`config.mk`:
```
export PLATFORM = sky130hd
export DESIGN_NAME = ram_arbitro
export DESIGN_NICKNAME = d
export VERILOG_FILES = /design/src/rtl/isa_pkg.sv /design/src/rtl/arbitro_rr2.sv /design/src/rtl/ram_arbitro.sv
export SDC_FILE = /design/constraint.sdc
export NUM_CORES = 1
export LEC_CHECK = 0
export CORE_UTILIZATION = 39
export CTS_BUF_LIST = sky130_fd_sc_hd__clkbuf_4
export CTS_CLUSTER_SIZE = 25
export DETAILED_ROUTE_END_ITERATION = 10
export GPL_TIMING_DRIVEN = 0
export PLACE_DENSITY = 0.94
export SYNTH_ARGS = -nofsm -noshare
export SYNTH_HDL_FRONTEND = slang
export SYNTH_SLANG_ARGS = --single-unit
```
`constraint.sdc`:
```
create_clock -name clk -period 2.6 [get_ports clk]
set_input_delay 0.39 -clock clk [delete_from_list [all_inputs] [get_ports clk]]
set_output_delay 0.39 -clock clk [all_outputs]
set_load 0.05 [all_outputs]
```
`src/rtl/isa_pkg.sv`:
```
// Shared definitions for the data-RAM arbiter slice.
//   ANCHO_DEF / PROF_DIR_DEF : default data and address widths
//   estado_t                 : sequencer states (REPOSO, LECTURA, RESPUESTA)
//   PUERTO_A / PUERTO_B      : port identifiers, also used as priority/owner values
package isa_pkg;

    localparam int ANCHO_DEF    = 32;
    localparam int PROF_DIR_DEF = 5;

    typedef enum logic [1:0] {
        REPOSO    = 2'd0,
        LECTURA   = 2'd1,
        RESPUESTA = 2'd2
    } estado_t;

    localparam logic PUERTO_A = 1'b0;
    localparam logic PUERTO_B = 1'b1;

endpackage

```
`src/rtl/arbitro_rr2.sv`:
```
// Two-way round-robin arbiter.
//   en       : arbitration allowed this cycle (sequencer idle)
//   req[1:0] : requests, bit 0 = port A, bit 1 = port B
//   prio     : port currently holding priority
//   gnt[1:0] : one-hot grant, zero when disabled or no request
//   prioNext : priority for the next cycle (the non-granted port, or unchanged)
module arbitro_rr2
    import isa_pkg::*;
(
    input  logic       en,
    input  logic [1:0] req,
    input  logic       prio,
    output logic [1:0] gnt,
    output logic       prioNext
);

    always_comb begin
        gnt = 2'b00;
        if (en) begin
            if (req == 2'b11) begin
                gnt = (prio == PUERTO_A) ? 2'b01 : 2'b10;
            end else begin
                gnt = req;
            end
        end

        // An idle cycle leaves priority where it is.
        prioNext = prio;
        if (gnt[0]) begin
            prioNext = PUERTO_B;
        end else if (gnt[1]) begin
            prioNext = PUERTO_A;
        end
    end

endmodule

```
`src/rtl/ram_arbitro.sv`:
```
// Arbiter and sequencer sharing one synchronous-read RAM port between the core
// load/store path (port A) and the debug/load port (port B).
//
// Handshake: a port raises x_req with x_we/x_dir/x_dato valid and holds them
// until x_gnt is seen high in the same cycle; that cycle is the transfer. Dropping
// x_req before a grant is legal and issues nothing. A read grant is answered two
// cycles later by a one-cycle x_valido pulse, with x_dato_l holding the data.
//
// Ports:
//   clk, rst_n                : clock, asynchronous active-low reset
//   a_* / b_*                 : request side of port A / port B
//   ram_we, ram_re, ram_dir,
//   ram_dato_e, ram_dato_s    : RAM control, address, write data, read data
//   estadoDbg                 : current sequencer state, for observation
module ram_arbitro
    import isa_pkg::*;
#(
    parameter int ANCHO    = ANCHO_DEF,
    parameter int PROF_DIR = PROF_DIR_DEF
) (
    input  logic                clk,
    input  logic                rst_n,

    input  logic                a_req,
    input  logic                a_we,
    input  logic [PROF_DIR-1:0] a_dir,
    input  logic [ANCHO-1:0]    a_dato,
    output logic                a_gnt,
    output logic                a_valido,
    output logic [ANCHO-1:0]    a_dato_l,

    input  logic                b_req,
    input  logic                b_we,
    input  logic [PROF_DIR-1:0] b_dir,
    input  logic [ANCHO-1:0]    b_dato,
    output logic                b_gnt,
    output logic                b_valido,
    output logic [ANCHO-1:0]    b_dato_l,

    output logic                ram_we,
    output logic                ram_re,
    output logic [PROF_DIR-1:0] ram_dir,
    output logic [ANCHO-1:0]    ram_dato_e,
    input  logic [ANCHO-1:0]    ram_dato_s,

    output estado_t             estadoDbg
);

    estado_t    estado;
    logic       prio;
    logic       prioNext;
    logic       duenio;     // port whose read is in flight
    logic [1:0] gnt;

    arbitro_rr2 uArb (
        .en       (estado == REPOSO),
        .req      ({b_req, a_req}),
        .prio     (prio),
        .gnt      (gnt),
        .prioNext (prioNext)
    );

    assign a_gnt     = gnt[0];
    assign b_gnt     = gnt[1];
    assign estadoDbg = estado;

    // The granted port drives the RAM directly in its grant cycle.
    always_comb begin
        ram_we     = 1'b0;
        ram_re     = 1'b0;
        ram_dir    = '0;
        ram_dato_e = '0;
        if (gnt[1]) begin
            ram_we     = b_we;
            ram_re     = !b_we;
            ram_dir    = b_dir;
            ram_dato_e = b_dato;
        end else if (gnt[0]) begin
            ram_we     = a_we;
            ram_re     = !a_we;
            ram_dir    = a_dir;
            ram_dato_e = a_dato;
        end
    end

    always_ff @(posedge clk or negedge rst_n) begin
        if (!rst_n) begin
            estado   <= REPOSO;
            prio     <= PUERTO_A;
            duenio   <= PUERTO_A;
            a_valido <= 1'b0;
            b_valido <= 1'b0;
            a_dato_l <= '0;
            b_dato_l <= '0;
        end else begin
            a_valido <= 1'b0;
            b_valido <= 1'b0;
            prio     <= prioNext;
            case (estado)
                REPOSO: begin
                    // Writes finish in the grant cycle; only reads leave REPOSO.
                    if (ram_re) begin
                        duenio <= gnt[1];
                        estado <= LECTURA;
                    end
                end
                LECTURA: begin
                    // RAM data is valid now; register it and flag it for one cycle.
                    if (duenio == PUERTO_B) begin
                        b_dato_l <= ram_dato_s;
                        b_valido <= 1'b1;
                    end else begin
                        a_dato_l <= ram_dato_s;
                        a_valido <= 1'b1;
                    end
                    estado <= RESPUESTA;
                end
                RESPUESTA: begin
                    estado <= REPOSO;
                end
                default: begin
                    estado <= REPOSO;
                end
            endcase
        end
    end

endmodule

```
==> impl_metrics.tcl <==
set metrics [dict create \
    rows 32 \
    final_max_slew_viol_count 0 \
    powerDensity_nw_per_um2 1460 \
    start_util_pct 40.6 \
    grt_busiest_layer "met2" \
    place.gp.congestion 0.886 \
    p_int_mw 3.99 \
    grt.total_usage_pct 23.4 \
    synth_top_area_share_pct 55.5 \
    synth_cell_types 17 \
    placed_cells 526 \
    max-cap-violations 0 \
    cts_hold_buf 0 \
    fill_cells 556 \
    yosysWarningCount 0 \
    antenna_left 0 \
    syn_area_per_cell_um2 15.5 \
    yosysTopAreaCell "dfrtp_1" \
    core_um2 7770 \
    setup_tns_ps 0 \
    clk_root_buffer_cell "clkbuf_4" \
    ys_seq_area_share_pct 55.5 \
    nNetsFinal 548 \
    layout_commonest_cell "clkdlybuf4s50_1" \
    leakagePower_nw 2.45 \
    synth_seq_cells 70 \
    io_pins 221 \
    grt_overflow_total 0 \
    cts_tree "yes" \
    ir_drop_v 0.000629 \
    cts_sinks 70 \
    syn_to_final_growth_pct 74.1 \
    clkPwrFrac_pct 9.9 \
    chipWidth_um 91.9 \
    hp-class "input port to async pin" \
    clkTransAtPathRegs_ps 120 \
    hold_viol 0 \
    drive_gt1_share_pct 32.7 \
    p_comb_share_pct 65.8 \
    grt_antenna_before_repair 0 \
    setup.worst_path.class "input port to output port" \
    cp.required_ps 2210 \
    switching_power_mw 4.03 \
    period_share_pct 96.5 \
    n_antenna_cell 0 \
    firstDrtPassIters 4 \
    crit_path_end_kind "output port" \
    grt_pass1_vias 2870 \
    seqPwrFrac_pct 24.3 \
    min_period_ps 2510 \
    status "finished clean" \
    grt_pass1_wl_um 14900 \
    wl_per_cell_um 17.9 \
    finalSetupViolCount 0 \
    fmax_ghz 0.399 \
    finalPower_mw 8.01 \
    ys_top_cells_by_area "dfrtp_1 (56%), mux2_4 (14%), mux2_2 (12%)" \
    drcViolationCount 0 \
    grt_max_degree 71 \
    start_kind "input port" \
    clock_latency_ps 390 \
    numCtsBuffers 9 \
    syn-cell-area_um2 3150 \
    cts.htree.levels 3 \
    grt_setup_unrepaired "true" \
    worst_pin_slew_ps 852 \
    die_area_um2 8450 \
    slew_headroom_pct 43.2 \
    cp_max_fo 10 \
    layout.cells.non_filler 543 \
    sw_frac_of_total_pct 50.3 \
    die_y_um 91.9 \
    viasPerCell 4.92 \
    synth_cells 204 \
    vias 2669 \
    grt_use_met2_pct 43.8 \
    port_buffers 220 \
    setup_ws_ps 92.3 \
    layout_common_cells "clkdlybuf4s50_1 (178), dfrtp_1 (70), a22o_1 (41)" \
    synth.net_count 316 \
    fin_skew_ps 14.3 \
    totalWireLength_um 9740 \
    dp_hpwl_um 7830 \
    drt_iter0_markers 32 \
    met1_usage_pct 24.0 \
    arrival_ps 2120 \
    grtUsageMet3_pct 5.89 \
    clockBufferDepth 2 \
    place_ws_ps -555 \
]
==> flip-flops by register name (all words and copies together) (netlist names) <==
signal     flops
a_dato_l      32
b_dato_l      32
estadoDbg      2
a_valido       1
b_valido       1
duenio         1
prio           1
==> critical path, stage by stage <==
cell and delay [ps]:
clkdlybuf4s50_1 520, nor3b_4 240, a21boi_2 240, buf_4 200, buf_6 150, a22o_1 110, buf_2 260
==> cells in the mapped netlist <==
master,instances
buf_2,9
nor3b_4,1
dfrtp_1,70
a21boi_2,2
nor3b_1,1
and2b_1,1
a21oi_1,1
nand2_2,1
mux2_4,29
mux2_2,35
o21ai_0,1
buf_4,1
nand2_1,2
buf_6,5
inv_1,3
a22o_1,41
nor2b_4,1
==> area by class of cell <==
| type | instances | area [µm²] | area share [%] |
|---|---|---|---|
| well taps | 102 | 128 | 2.32 |
| repair buffers | 221 | 2030 | 37.0 |
| flip-flops and latches | 70 | 1750 | 31.9 |
| plain buffers | 15 | 109 | 1.98 |
| inverters | 3 | 11.3 | 0.205 |
| clock inverters | 7 | 96.3 | 1.75 |
| multi-input cells | 116 | 1290 | 23.6 |
| clock buffers | 9 | 67.6 | 1.23 |
==> path summary, 6_finish.rpt <==
check / start / to / slack, ps / cells past startpoint
min reg2reg: a_dato_l[4]$_DFFE_PN0P_ / a_dato_l[4]$_DFFE_PN0P_ / 520 / 1
max in group asynchronous: rst_n / estadoDbg[0]$_DFFE_PN0P_ / 1950 / 1
max: a_req / ram_dato_e[12] / 90 / 7
max reg2reg: estadoDbg[0]$_DFFE_PN0P_ / b_dato_l[4]$_DFFE_PN0P_ / 1010 / 4
min: rst_n / b_valido$_DFF_PN0_ / 90 / 1
min in group clk: a_dato_l[4]$_DFFE_PN0P_ / a_dato_l[4]$_DFFE_PN0P_ / 520 / 1
==> metrics by stage <==
step	util, %	hold WS [ps]	area (µm²)
finish	70.7	88.8	5490
global route	70.7	130	5490
CTS	70.3	102	5460
detailed placement	70.6	492	5480
global placement	70.6	485	5480
floorplan	-	94.4	3150
==> power groups by stage <==
stage / combinational (mW) / clock (mW) / sequential, mW
final: 5.28 / 0.792 / 1.95
after global routing: 5.45 / 0.856 / 2.02
after CTS: 5.29 / 0.813 / 1.95
after detailed placement: 5.42 / 0 / 1.97
after global placement: 5.34 / 0 / 1.92
after floorplan: 1.73 / 0 / 3.78
==> routing by layer <==
layer	vias up	routed length, µm
met5	-	0
met4	0	282
met3	20	672
met2	135	5360
met1	1292	3420
li1	1222	-
==> logic make-up (layout without fill, tap and decap cells) <==
| group | Yosys count | count (layout) | synth area share [%] |
|---|---|---|---|
| flops | 70 | 70 | 55.5 |
| compound gates | 45 | 45 | 12.4 |
| buf+inv | 18 | 255 | 3.81 |
| mux | 64 | 64 | 26.3 |
| simple gates | 7 | 7 | 1.94 |
==> timing repair <==
| item | in CTS | in global routing |
|---|---|---|
| pin swaps | 0 | 0 |
| resized for setup | 202 | 9 |
| setup buffers | 0 | 1 |
| setup endpoints to repair | 41 | 40 |
(Power assumes the default switching activity.)
